==> config.mk <==
export PLATFORM = sky130hd
export DESIGN_NAME = dac_serial_seq
export DESIGN_NICKNAME = d
export VERILOG_FILES = /design/src/rtl/dac_serial_seq.sv
export SDC_FILE = /design/constraint.sdc
export NUM_CORES = 1
export LEC_CHECK = 0
export ABC_CLOCK_PERIOD_IN_PS = 3050
export BUFFER_PORTS_ARGS = -buffer_cell sky130_fd_sc_hd__buf_2
export CELL_PAD_IN_SITES_DETAIL_PLACEMENT = 0
export CELL_PAD_IN_SITES_GLOBAL_PLACEMENT = 2
export CORE_MARGIN = 4
export CORE_UTILIZATION = 35
export CTS_CLUSTER_SIZE = 25
export DETAILED_ROUTE_END_ITERATION = 7
export HOLD_SLACK_MARGIN = 0.1
export PLACE_DENSITY_LB_ADDON = 0.1
export SYNTH_ARGS = -nofsm -noshare
export SYNTH_HDL_FRONTEND = slang
export SYNTH_SLANG_ARGS = --single-unit
==> constraint.sdc <==
create_clock -name clk -period 3.05 [get_ports clk]
set_input_delay 0.305 -clock clk [delete_from_list [all_inputs] [get_ports clk]]
set_output_delay 0.305 -clock clk [all_outputs]
set_load 0.01 [all_outputs]
==> src/rtl/dac_serial_seq.sv <==
// dac_serial_seq: serial DAC word shifter with load/clear strobes and mux select; optional post-load settle via DAC_SEQ_SETTLE_EN.
module dac_serial_seq #(
    parameter int DATA_W     = 12,
    parameter int CLK_DIV    = 2,
    parameter int LD_W       = 2,
    parameter int CLR_W      = 2,
    parameter int MUX_W      = 6,
    parameter int SETTLE_CYC = 100
) (
    input  logic              clk,
    input  logic              reset,
    input  logic              s_valid,
    input  logic [DATA_W-1:0] s_data,
    input  logic [MUX_W-1:0]  s_mux,
    output logic              s_ready,
    input  logic              clr_req,
    output logic              dac_clk,
    output logic              dac_sdi,
    output logic              dac_ld_n,
    output logic              dac_clr_n,
    output logic [MUX_W-1:0]  mux_sel,
    output logic              busy,
    output logic              done
);
    localparam int M0      = CLK_DIV > LD_W ? CLK_DIV : LD_W;
    localparam int M1      = M0 > CLR_W ? M0 : CLR_W;
    localparam int CNT_MAX = M1 > SETTLE_CYC ? M1 : SETTLE_CYC;
    localparam int CNT_W   = $clog2(CNT_MAX + 1);
    localparam int BIT_W   = $clog2(DATA_W + 1);

`ifdef DAC_SEQ_SETTLE_EN
    typedef enum logic [2:0] {IDLE, SHIFT, LOAD, CLEAR, SETTLE} state_t;
`else
    typedef enum logic [1:0] {IDLE, SHIFT, LOAD, CLEAR} state_t;
`endif

    state_t            state;
    logic [CNT_W-1:0]  cnt;
    logic [BIT_W-1:0]  bits;
    logic [DATA_W-1:0] shreg;
    logic              clr_pend;

    assign s_ready = (state == IDLE) && !clr_req && !clr_pend;

    always_ff @(posedge clk) begin
        if (reset) begin
            state     <= IDLE;
            cnt       <= '0;
            bits      <= '0;
            shreg     <= '0;
            dac_clk   <= 1'b1;
            dac_sdi   <= 1'b0;
            dac_ld_n  <= 1'b1;
            dac_clr_n <= 1'b1;
            mux_sel   <= '0;
            busy      <= 1'b0;
            done      <= 1'b0;
            clr_pend  <= 1'b0;
        end else begin
            done <= 1'b0;
            if (clr_req && state != IDLE) clr_pend <= 1'b1;
            case (state)
                IDLE: begin
                    if (clr_req || clr_pend) begin
                        state     <= CLEAR;
                        dac_clr_n <= 1'b0;
                        cnt       <= CNT_W'(1);
                        busy      <= 1'b1;
                        clr_pend  <= 1'b0;
                    end else if (s_valid) begin
                        state   <= SHIFT;
                        shreg   <= s_data << 1;
                        dac_sdi <= s_data[DATA_W-1];
                        dac_clk <= 1'b0;
                        cnt     <= '0;
                        bits    <= '0;
                        mux_sel <= s_mux;
                        busy    <= 1'b1;
                    end
                end
                SHIFT: begin
                    if (cnt == CNT_W'(CLK_DIV - 1)) begin
                        cnt <= '0;
                        // the end of the last high phase falls straight into the hold cycle
                        if (!dac_clk) dac_clk <= 1'b1;
                        else if (bits == BIT_W'(DATA_W - 1)) state <= LOAD;
                        else begin
                            bits    <= bits + 1'b1;
                            dac_clk <= 1'b0;
                            dac_sdi <= shreg[DATA_W-1];
                            shreg   <= shreg << 1;
                        end
                    end else cnt <= cnt + 1'b1;
                end
                LOAD: begin
                    if (cnt == CNT_W'(LD_W)) begin
                        dac_ld_n <= 1'b1;
                        if (clr_pend || clr_req) begin
                            state     <= CLEAR;
                            dac_clr_n <= 1'b0;
                            cnt       <= CNT_W'(1);
                            clr_pend  <= 1'b0;
                        end else begin
`ifdef DAC_SEQ_SETTLE_EN
                            state <= SETTLE;
                            cnt   <= CNT_W'(1);
`else
                            state <= IDLE;
                            busy  <= 1'b0;
`endif
                        end
                    end else begin
                        dac_ld_n <= 1'b0;
                        done     <= (cnt == CNT_W'(LD_W - 1));
                        cnt      <= cnt + 1'b1;
                    end
                end
                CLEAR: begin
                    if (cnt == CNT_W'(CLR_W)) begin
                        dac_clr_n <= 1'b1;
                        state     <= IDLE;
                        busy      <= 1'b0;
                    end else cnt <= cnt + 1'b1;
                end
`ifdef DAC_SEQ_SETTLE_EN
                SETTLE: begin
                    if (cnt == CNT_W'(SETTLE_CYC)) begin
                        if (clr_pend || clr_req) begin
                            state     <= CLEAR;
                            dac_clr_n <= 1'b0;
                            cnt       <= CNT_W'(1);
                            clr_pend  <= 1'b0;
                        end else begin
                            state <= IDLE;
                            busy  <= 1'b0;
                        end
                    end else cnt <= cnt + 1'b1;
                end
`endif
                default: state <= IDLE;
            endcase
        end
    end
endmodule

# == After elaboration in Yosys (flattened, before gate mapping) ==
# Index checks and enable logic that the tools add are counted.
# totals
ff_bits,38
wordCells,107
input_bits,22
output_inout_bits,13
# classes
n_addsub,2
bitwise,2
n_eq_ne,18
n_reduce_logical,18
mux,55
# op_table
operator,count
12-bit 2-to-1 mux,5
7-bit 2-to-1 mux,6
7-bit case mux with 4 select lines,1
12-bit case mux with 2 select lines,1
1-bit 2-to-1 mux,22
4-bit 2-to-1 mux,5
2-bit inequality test (second input constant),10
2-bit 2-to-1 mux,8
6-bit AND reduction,2
3-bit AND reduction,3
2-bit case mux with 4 select lines,1
4-bit case mux with 2 select lines,1
7-bit by 1-bit adder with 7-bit output (second input constant),1
7-bit by 1-bit equality test with 1-bit output (second input constant),1
7-bit by 2-bit equality test with 1-bit output (second input constant),1
1-bit case mux with 2 select lines,3
1-bit case mux with 3 select lines,2
5-bit AND reduction,1
4-bit by 1-bit adder with 4-bit output (second input constant),1
2-bit equality test (second input constant),2
4-bit equality test (second input constant),1
4-bit AND reduction,1
2-bit nonzero test,2
1-bit logical AND,3
other kinds (9),11

# == Depth between registers and ports, before layout ==
# Gate-level depths: netlist (run 1).
# depth
word_depth,6
ltp_mapped,8
mapped_depth_nobuf,7

# == Worst setup path after synthesis (run 1) ==
# Ideal clock, no wire load.
# synth_timing
path_type,register to register
startpoint,register state[1]
endpoint,register shreg[10]
arrival_ns,1.998
setup_slack_ns,0.936
required_time_ns,2.934
stages_incl_launch_ff,8
cell_sequence,dfxtp_1 clkbuf_1 nor4_1 and2_1 buf_2 a31oi_4 clkbuf_1 a31o_2
# synth_via
elab_chain_cells,3
elab_cells_between_ends,10
classes_between,eq/ne: 6; mux: 1; reduce/logical: 3
# synth_rtl
item,line_no,rtl
from (decl),37,state_t state;
from (signal assigned),47,state <= IDLE;
from (signal assigned),65,state <= CLEAR;
from (signal assigned),71,state <= SHIFT;
2-bit by 1-bit equality test with 1-bit output / 2-bit zero test (equally long branches),62,case (state)
2-bit inequality test (no line) / 2-bit nonzero test (equally long branches),-,
6-bit AND reduction (no line),-,
to (signal assigned),72,shreg <= s_data << 1;
to (signal assigned),91,shreg <= shreg << 1;
to (decl),40,logic [DATA_W-1:0] shreg;
# Several ways; a longest one is shown, not always the timed one.
# A chain may end at the register's enable or synchronous reset.

# == Final worst setup path (run 1) ==
# layout_timing
startpoint,register cnt[3]
endpoint,register bits[1]
# layout_via
elab_chain_cells,3
# layout_rtl
item,line_no,rtl
from (decl),38,logic [CNT_W-1:0] cnt;
from (signal assigned),93,end else cnt <= cnt + 1'b1;
from (signal assigned),115,cnt <= cnt + 1'b1;
from (signal assigned),123,end else cnt <= cnt + 1'b1;
7-bit by 1-bit equality test with 1-bit output,82,if (cnt == CNT_W'(CLK_DIV - 1)) begin
2-bit inequality test (no line),-,
6-bit AND reduction (no line),-,
to (signal assigned),88,bits <= bits + 1'b1;
to (decl),39,logic [BIT_W-1:0] bits;
# No other way between the ends.

==> results of run 1 <==
cell type report:
type,instances,share of cell area
clock buffers,7,0.0406
multi-input cells,146,0.453
repair buffers,37,0.0905
clock inverters,1,0.0141
flip-flops and latches,37,0.348
inverters,8,0.0141
well taps,67,0.0394
critical path, delay by kind of cell, from the launching register on:
kind | cells | cell delay, ns
AO/OA/AOI/OAI | 2 | 0.48
flip-flops | 1 | 0.36
AND/OR/NAND/NOR | 3 | 1.55
synthesized netlist by cell type (all sizes together) (4+ instances only):
cell and number:
dfxtp 37, nand2 20, nor3 19, a21oi 14, a31o 12, mux2i 11, clkbuf 10, nor2 10
inv 7, nor4 6, a22o 4, a31oi 4, ha 4, nand2b 4, nand3 4
state kept, by name, summed over array words and instances, names as in the netlist, 2 cells and up:
signal   flops
cnt          7
mux_sel      6
shreg       11
bits         4
state        2
kinds of logic after synthesis:
| logic type | count (synthesis) | share of synthesized area |
|---|---|---|
| xor gates and xnor gates | 2 | 0.00980 |
| AOI/OAI and AO/OA | 52 | 0.218 |
| muxes | 11 | 0.0616 |
| and+or+nand+nor | 77 | 0.223 |
| buffers and inverters | 21 | 0.0462 |
| adders and majority gates | 4 | 0.0280 |
| DFF | 37 | 0.414 |
through the flow:
stage          setup WS [ns]  utilization
3_5_place_dp           0.592        0.415
5_1_grt                0.422        0.439
6_report               0.594        0.439
3_3_place_gp           0.669        0.415
4_1_cts                0.577        0.439
2_1_floorplan          0.936            -
layout by cell type (no fill, tap or decap), drive strengths merged, types with 2 or more instances in the layout:
cell type	synthesis	layout
nand2	20	20
a31oi	4	4
and2	3	3
nor2	10	10
inv	7	7
nand2b	4	4
and3	2	2
or2	2	2
clkbuf	10	7
o21ai	3	3
nor3	19	19
a31o	12	12
mux2i	11	11
a22o	4	4
buf	3	37
ha	4	4
a21oi	14	14
nand4	2	2
o32ai	2	2
nor4	6	6
nand3	4	4
xor2	2	2
a211oi	3	3
a21o	2	2
dfxtp	37	37
where the power goes:
part / total [mW] / switching, mW / leakage [nW] / internal (mW)
clock: 0.444 / 0.177 / 0.0585 / 0.267
combinational: 0.272 / 0.157 / 0.545 / 0.115
sequential: 0.560 / 0.0372 / 0.301 / 0.523
total: 1.28 / 0.372 / 0.904 / 0.904
metal layers:
layer | routed length [microns] | vias to the layer above | part of all wire
met2 | 1930 | 53 | 0.46
met5 | 0 | - | 0
met4 | 48 | 0 | 0.011
met1 | 1990 | 754 | 0.47
met3 | 265 | 5 | 0.063
li1 | - | 809 | -
final timing paths:
check | startpoint | end | slack [ns] | cells after the start
setup / recovery | cnt[3] | bits[1] | 0.59 | 5
hold / removal | s_mux[3] | mux_sel[3] | 0.26 | 3
setup reg to reg | cnt[3] | bits[1] | 0.59 | 5
hold reg to reg | mux_sel[3] | mux_sel[3] | 0.45 | 2
==> impl_metrics.tcl, run 1 <==
set metrics [dict create \
    holdWs_ns 0.255 \
    drtIter0Drc 98 \
    tightest_slew_ns 0.702 \
    h-tree-depth 2 \
    maxSlewViolCount 0 \
    die_x_microns 79.5 \
    cts_hold_buf 0 \
    cts_tree "yes" \
    portBuffers 34 \
    synth_top_area_frac 0.414 \
    die_h_microns 79.5 \
    gr-usage-all-layers 0.139 \
    drive_above_1_share 0.258 \
    cts_buffer_depth 2 \
    end_kind "register" \
    place_inst 295 \
    numCtsBuffers 5 \
    post_cts_resize_count 0 \
    grt_pass1_vias 1526 \
    crit_chain "or4_1, nor4_4, a31oi_4, or3b_1, a21oi_1" \
    busiest_layer "met2" \
    cp.required_ns 3.28 \
    core_sq_mm 0.00485 \
    grt_pass1_wl_microns 7000 \
    period_needed_ns 2.46 \
    grt_max_degree 35 \
    diodes 0 \
    setup_viol 0 \
    path_class "register to register" \
    dp_hpwl_microns 2980 \
    final_cell_area_sq_mm 0.00213 \
    stdcell_count 303 \
    rsz0062_at_grt "no" \
    antenna_found_initial 0 \
    synth_top_area_cell "dfxtp_1" \
    total_power_mw 1.28 \
    yosys.cell_types.count 42 \
    fin_worst_skew_ns 0.0130 \
    cp_data_arrival_time_ns 2.68 \
    hp-class "primary input to register" \
    nets 261 \
    synthCells 204 \
    ant_nets 0 \
    cts.sinks 37 \
    synth_edf_count 0 \
    io_pins 35 \
    drt_first_pass_iters 4 \
    drv_cap 0 \
    gr-usage-met3 0.0429 \
    setup_tns_ns 0 \
    timing.slew.headroom 0.532 \
    synth_area_sq_mm 0.00179 \
    viasPerCell 5.35 \
    syn_area_per_cell_sq_um 8.76 \
    fillers 497 \
    dr_total_vias 1621 \
    yosys_warnings 0 \
    multi_input_area_sq_um 965 \
    route.detailed.drc 0 \
    gp_congestion 0.800 \
    start_util 0.369 \
    synth-main-ff-cell "dfxtp_1" \
    register_area_sq_um 741 \
    cts-root-buf "clkbuf_8" \
    syn-num-nets 230 \
    rows 25 \
    routedWlPerCell_microns 14.0 \
    placed_cell_area_sq_mm 0.00201 \
    synth.area.top_cells "dfxtp_1, mux2i_1, a31o_2" \
    syn_to_final_growth_pct 19.0 \
    wl_microns 4230 \
    cp_slowest_cell "or4_1" \
    met2_usage 0.207 \
    p_per_area_mw_per_mm2 600 \
    grtUsageMet1 0.187 \
    start_kind "register" \
    overflow 0 \
    hold_viol 0 \
    ys_seq_area_frac 0.414 \
    ir_drop_mv 0.368 \
    leakage_nw 0.904 \
    cpPeakStageDelay_ns 0.67 \
    async_flop_share 0 \
    die_area_sq_mm 0.00632 \
    period_share 0.805 \
    cp_max_fo 28 \
    insertion_delay_ns 0.29 \
    path_clk_slew_ns 0.08 \
    cts_setup_buffers 0 \
    ys_seq_elements 37 \
    outcome "finished, final reports clean" \
    fmaxAchievable_mhz 407 \
]
Note: power is estimated with default switching activity, not from simulation.
==> run 2, diff against run 1 <==
ABC_CLOCK_PERIOD_IN_PS = 2400   (was 3050)
CORE_UTILIZATION = 32   (was 35)
clock period = 2.4 ns   (was 3.05 ns; I/O delays follow)
==> run 2 against run 1 <==
Combinational power up 35%. Sequential cell count did not move. Total power increased by 17%. Clock power down 5.6%. Setup slack worse by 0.31 ns. Sequential power is 27% higher. Worst hold slack got worse by 0.067 ns. Die area grew 8.4%. Wire length is 4.1% higher. Largest cell class unchanged. Largest power group unchanged.
==> impl_metrics.tcl, run 2 (synthesis gave the netlist of run 1 again) <==
set metrics [dict create \
    outcome "finished, final reports clean" \
    cts_hold_buf 0 \
    cts-root-buf "clkbuf_8" \
    portBuffers 34 \
    ant_nets 0 \
    syn_to_final_growth_pct 19.9 \
    layout_commonest_cell "dfxtp_1" \
    largest_reg_flops 11 \
    overflow 0 \
    grt_max_degree 28 \
    cts_setup_buffers 0 \
    path_class "register to register" \
    hp-class "primary input to register" \
    layout_common_cells "dfxtp_1, buf_2, nand2_1, nor3_1, a21oi_1" \
    maxSlewViolCount 0 \
    antenna_found_initial 0 \
    rows 26 \
    min-delay-start "s_mux[0]" \
    rr_endpoint "shreg[10]" \
    viasPerCell 5.25 \
    start_kind "register" \
    grt_pass1_wl_microns 7270 \
    end_kind "register" \
    drtIter0Drc 106 \
    drv_cap 0 \
    dp_hpwl_microns 3080 \
    dr_total_vias 1639 \
    min_to "mux_sel[0]" \
    routedWlPerCell_microns 14.1 \
    setup_tns_ns 0 \
    nets 267 \
    gp_congestion 0.796 \
    numCtsBuffers 5 \
    placed_cell_area_sq_mm 0.00206 \
    period_needed_ns 2.12 \
    grt_pass1_vias 1574 \
    setup_viol 0 \
    period_share 0.881 \
    fin_util 0.407 \
    fmaxAchievable_mhz 473 \
    drive_above_1_share 0.277 \
    hold_depth 3 \
    fin_worst_skew_ns 0.00656 \
    insertion_delay_ns 0.28 \
    cp_max_fo 24 \
    timing.slew.headroom 0.603 \
    leakage_nw 0.921 \
    die_area_sq_mm 0.00685 \
    wl_microns 4410 \
    hold_viol 0 \
    r2r_cells 6 \
    p_per_area_mw_per_mm2 698 \
    regMostFlops "shreg" \
    cp_data_arrival_time_ns 2.35 \
    post_cts_resize_count 0 \
    start_util 0.339 \
    path_clk_slew_ns 0.08 \
    cp.required_ns 2.64 \
    cts.sinks 37 \
    die_h_microns 82.8 \
    route.detailed.drc 0 \
    holdWs_ns 0.189 \
    h-tree-depth 2 \
    final_cell_area_sq_mm 0.00214 \
    cts_buffer_depth 2 \
    die_x_microns 82.8 \
    core_sq_mm 0.00527 \
    r2r_slack_ns 0.28 \
    reg.largest.list "shreg: 11 flops, cnt: 7 flops, mux_sel: 6 flops" \
    gr-usage-all-layers 0.137 \
    cts_tree "yes" \
    r2r_start "cnt[3]" \
    tightest_slew_ns 0.594 \
    drt_first_pass_iters 4 \
    io_pins 35 \
    diodes 0 \
    rsz0062_at_grt "no" \
    ir_drop_mv 0.320 \
]
==> run 2: changes by cell type in the layout (fill, tap and decap cells not counted), sizes merged <==
cell / change
buf: +6
clkinv: +2
bufinv: -1
clkbuf: -1
==> run 2: routing by layer <==
| layer | track usage | wire (microns) | vias up |
|---|---|---|---|
| li1 | - | - | 821 |
| met1 | 0.187 | 2050 | 759 |
| met2 | 0.212 | 1980 | 50 |
| met3 | 0.0293 | 296 | 9 |
| met4 | 0.0507 | 75 | 0 |
| met5 | 0 | 0 | - |
==> run 2: final cells by class <==
cell class                      instances  area (sq um)
Clock buffer                            6          72.6
Clock inverter                          2          10.0
Fill cell                             569          3130
Inverter                                8          30.0
Multi-Input combinational cell        146           965
Sequential cell                        37           741
Tap cell                               70          87.6
Timing Repair Buffer                   43           238
==> run 2: worst max path at each step <==
stage / cells past startpoint / endpoint / slack [ns] / start
floorplan: 7 / shreg[10] / 0.29 / state[1]
global placement: 5 / shreg[2] / 0.33 / cnt[3]
detailed placement: 6 / shreg[8] / 0.28 / cnt[3]
CTS: 6 / shreg[8] / 0.27 / cnt[3]
global route: 6 / cnt[0] / 0.11 / cnt[3]
finish: 6 / shreg[10] / 0.28 / cnt[3]
==> run 2: metrics by stage <==
step	setup WS, ns	instances	power, mW
floorplan	0.286	204	0.976
global placement	0.325	304	1.08
detailed placement	0.277	304	1.09
CTS	0.273	312	1.52
global route	0.113	312	1.59
finish	0.285	312	1.50
==> run 2: worst max-delay path, cell delays in order (launching register included) <==
cell and delay [ns]:
dfxtp_1 0.35, or4_1 0.68, nor4_4 0.33, a31oi_4 0.14
buf_4 0.24, nor3_1 0.20, a31o_2 0.12
==> run 2: power breakdown <==
| part | switching (mW) | internal, mW | leakage (nW) |
|---|---|---|---|
| clock | 0.218 | 0.201 | 0.0450 |
| sequential | 0.0466 | 0.664 | 0.301 |
| combinational | 0.206 | 0.159 | 0.575 |
| total | 0.471 | 1.03 | 0.921 |
==> run 3, diff against run 2 <==
ABC_AREA = 1   (was unset)
CORE_UTILIZATION = 31   (was 32)
==> run 3 against run 2 <==
Combinational power rose to 2.7 times the previous value. Core utilization down 3.4 points. First-iteration DRC count decreased by 32%. Register-to-register slack gained 0.36 ns. Non-clock buffer count decreased by 8. Cell count up 23%. Maximum frequency up 21%. Worst hold slack got worse by 0.011 ns. Clock power grew 6.9%. Critical path depth is 1 higher. Critical path type unchanged. Largest power group is now combinational logic. Highest routed layer unchanged.
==> impl_metrics.tcl, run 3 <==
set metrics [dict create \
    crit_chain "inv_2, nor2_8, inv_1, nand2_1, nand2_1, nor2_2, nor2_1" \
    insertion_delay_ns 0.28 \
    syn_to_final_growth_pct 14.2 \
    final_cell_area_sq_mm 0.00226 \
    tightest_slew_ns 0.608 \
    drive_above_1_share 0.232 \
    start_util 0.326 \
    hold_viol 0 \
    regMostFlops "shreg" \
    die_x_microns 87.9 \
    power.net_switching_mw 1.03 \
    path_class "register to register" \
    syn_area_per_cell_sq_um 7.14 \
    clock_power_share 0.189 \
    synth_top_area_cell "dfxtp_1" \
    cts-root-buf "clkbuf_8" \
    die_h_microns 87.9 \
    grt_pass1_vias 1689 \
    synth_area_sq_mm 0.00198 \
    async_flop_share 0 \
    p_per_area_mw_per_mm2 1050 \
    drt_first_pass_iters 4 \
    stdcell_count 385 \
    cpPeakStageDelay_ns 0.65 \
    outcome "finished, final reports clean" \
    yosys_warnings 0 \
    maxSlewViolCount 0 \
    ys_seq_elements 37 \
    synth_edf_count 0 \
    antenna_found_initial 0 \
    drv_cap 0 \
    setup_tns_ns 0 \
    leakage_nw 1.08 \
    reg.largest.list "shreg: 11 flops, cnt: 7 flops, mux_sel: 6 flops" \
    io_pins 35 \
    routedWlPerCell_microns 12.0 \
    cp_data_arrival_time_ns 1.94 \
    cp_slowest_cell "dfxtp_1" \
    rsz0062_at_grt "no" \
    synth.area.top_cells "dfxtp_1, nand2_1, nor2_1" \
    path_clk_slew_ns 0.08 \
    yosys.cell_types.count 34 \
    viasPerCell 4.55 \
    gp_congestion 0.759 \
    cpLargestDelayFamily "flip-flops" \
    drtIter0Drc 72 \
    timing.slew.headroom 0.594 \
    synth-main-ff-cell "dfxtp_1" \
    cts_buffer_depth 2 \
    yosysMostFrequentCell "nand2_1" \
    fin_worst_skew_ns 0.00570 \
    rows 28 \
    path_common_cell "nand2_1" \
    grt_max_degree 20 \
    ir_drop_mv 0.374 \
    post_cts_resize_count 0 \
    ys_seq_area_frac 0.374 \
    p_int_mw 1.34 \
    wl_microns 4630 \
    synth_commonest_cells "nand2_1, nor2_1, dfxtp_1" \
    layout_common_cells "nand2_1, nor2_1, dfxtp_1, buf_2, inv_1" \
    numCtsBuffers 5 \
    h-tree-depth 2 \
    ant_nets 0 \
    overflow 0 \
    core_sq_mm 0.00606 \
    nets 336 \
    dr_total_vias 1753 \
    p_seq_frac 0.396 \
    cts.sinks 37 \
    grt_pass1_wl_microns 8000 \
    cp.required_ns 2.58 \
    end_kind "register" \
    portBuffers 34 \
    place_inst 378 \
    layout_commonest_cell "nand2_1" \
    cts_setup_buffers 0 \
    crit_buf_inv 2 \
    cts_tree "yes" \
    synth_top_area_frac 0.374 \
    dp_hpwl_microns 3320 \
    synthCells 277 \
    syn-num-nets 303 \
    largest_reg_flops 11 \
    fmaxAchievable_mhz 570 \
    holdWs_ns 0.178 \
    setup_viol 0 \
    switching_share 0.434 \
    period_needed_ns 1.75 \
    die_area_sq_mm 0.00772 \
    diodes 0 \
    start_kind "register" \
    cp_max_fo 16 \
    placed_cell_area_sq_mm 0.00217 \
    power_frac_comb 0.415 \
    gr-usage-all-layers 0.131 \
    route.detailed.drc 0 \
    cts_hold_buf 0 \
    period_share 0.731 \
    fillers 699 \
    hp-class "primary input to register" \
]
## run 3: cells by family after synthesis
group,synth area share
AOI/OAI and AO/OA,0.124
adders and majority gates,0.0253
DFF,0.374
and+or+nand+nor,0.384
buffers and inverters,0.0879
xor gates and xnor gates,0.00443
## run 3: final cells by class
| cell class | count | area [sq um] | area share |
|---|---|---|---|
| Inverter | 23 | 96.3 | 0.0427 |
| Multi-Input combinational cell | 208 | 1060 | 0.471 |
| Clock buffer | 7 | 86.3 | 0.0382 |
| Sequential cell | 37 | 741 | 0.328 |
| Tap cell | 75 | 93.8 | 0.0416 |
| Timing Repair Buffer | 35 | 178 | 0.0787 |
## run 3: path summary, 6_finish.rpt
kind,slack (ns),cells after the start,start,to
worst max-delay path,0.65,7,state[0],shreg[4]
worst min-delay path,0.18,3,s_mux[4],mux_sel[4]
worst max register to register,0.65,7,state[0],shreg[4]
worst min register to register,0.46,2,busy,busy
## run 3: worst min-delay path, cell delays in order
cell	delay, ns
buf_2	0.07
nor2_1	0.03
nor2_1	0.08
## run 3: stage by stage
stage | utilization | total power [mW] | setup WS (ns)
global placement | 0.358 | 1.96 | 0.662
finish | 0.373 | 2.37 | 0.646
CTS | 0.373 | 2.41 | 0.607
floorplan | - | 1.77 | 0.959
detailed placement | 0.358 | 1.95 | 0.621
global route | 0.373 | 2.60 | 0.390
## run 3: metal layers
metal	track usage	wire length [microns]
met5	0	0
met4	0.0418	44
met3	0.0329	220
met2	0.191	1910
met1	0.188	2450
## run 3: power by group through the flow
stage	Sequential [mW]	Combinational [mW]	Clock, mW
final	0.937	0.982	0.448
after global placement	0.955	1.01	0
after global routing	0.966	1.15	0.491
after floorplan	0.905	0.861	0
after CTS	0.937	1.01	0.465
after detailed placement	0.949	1.00	0
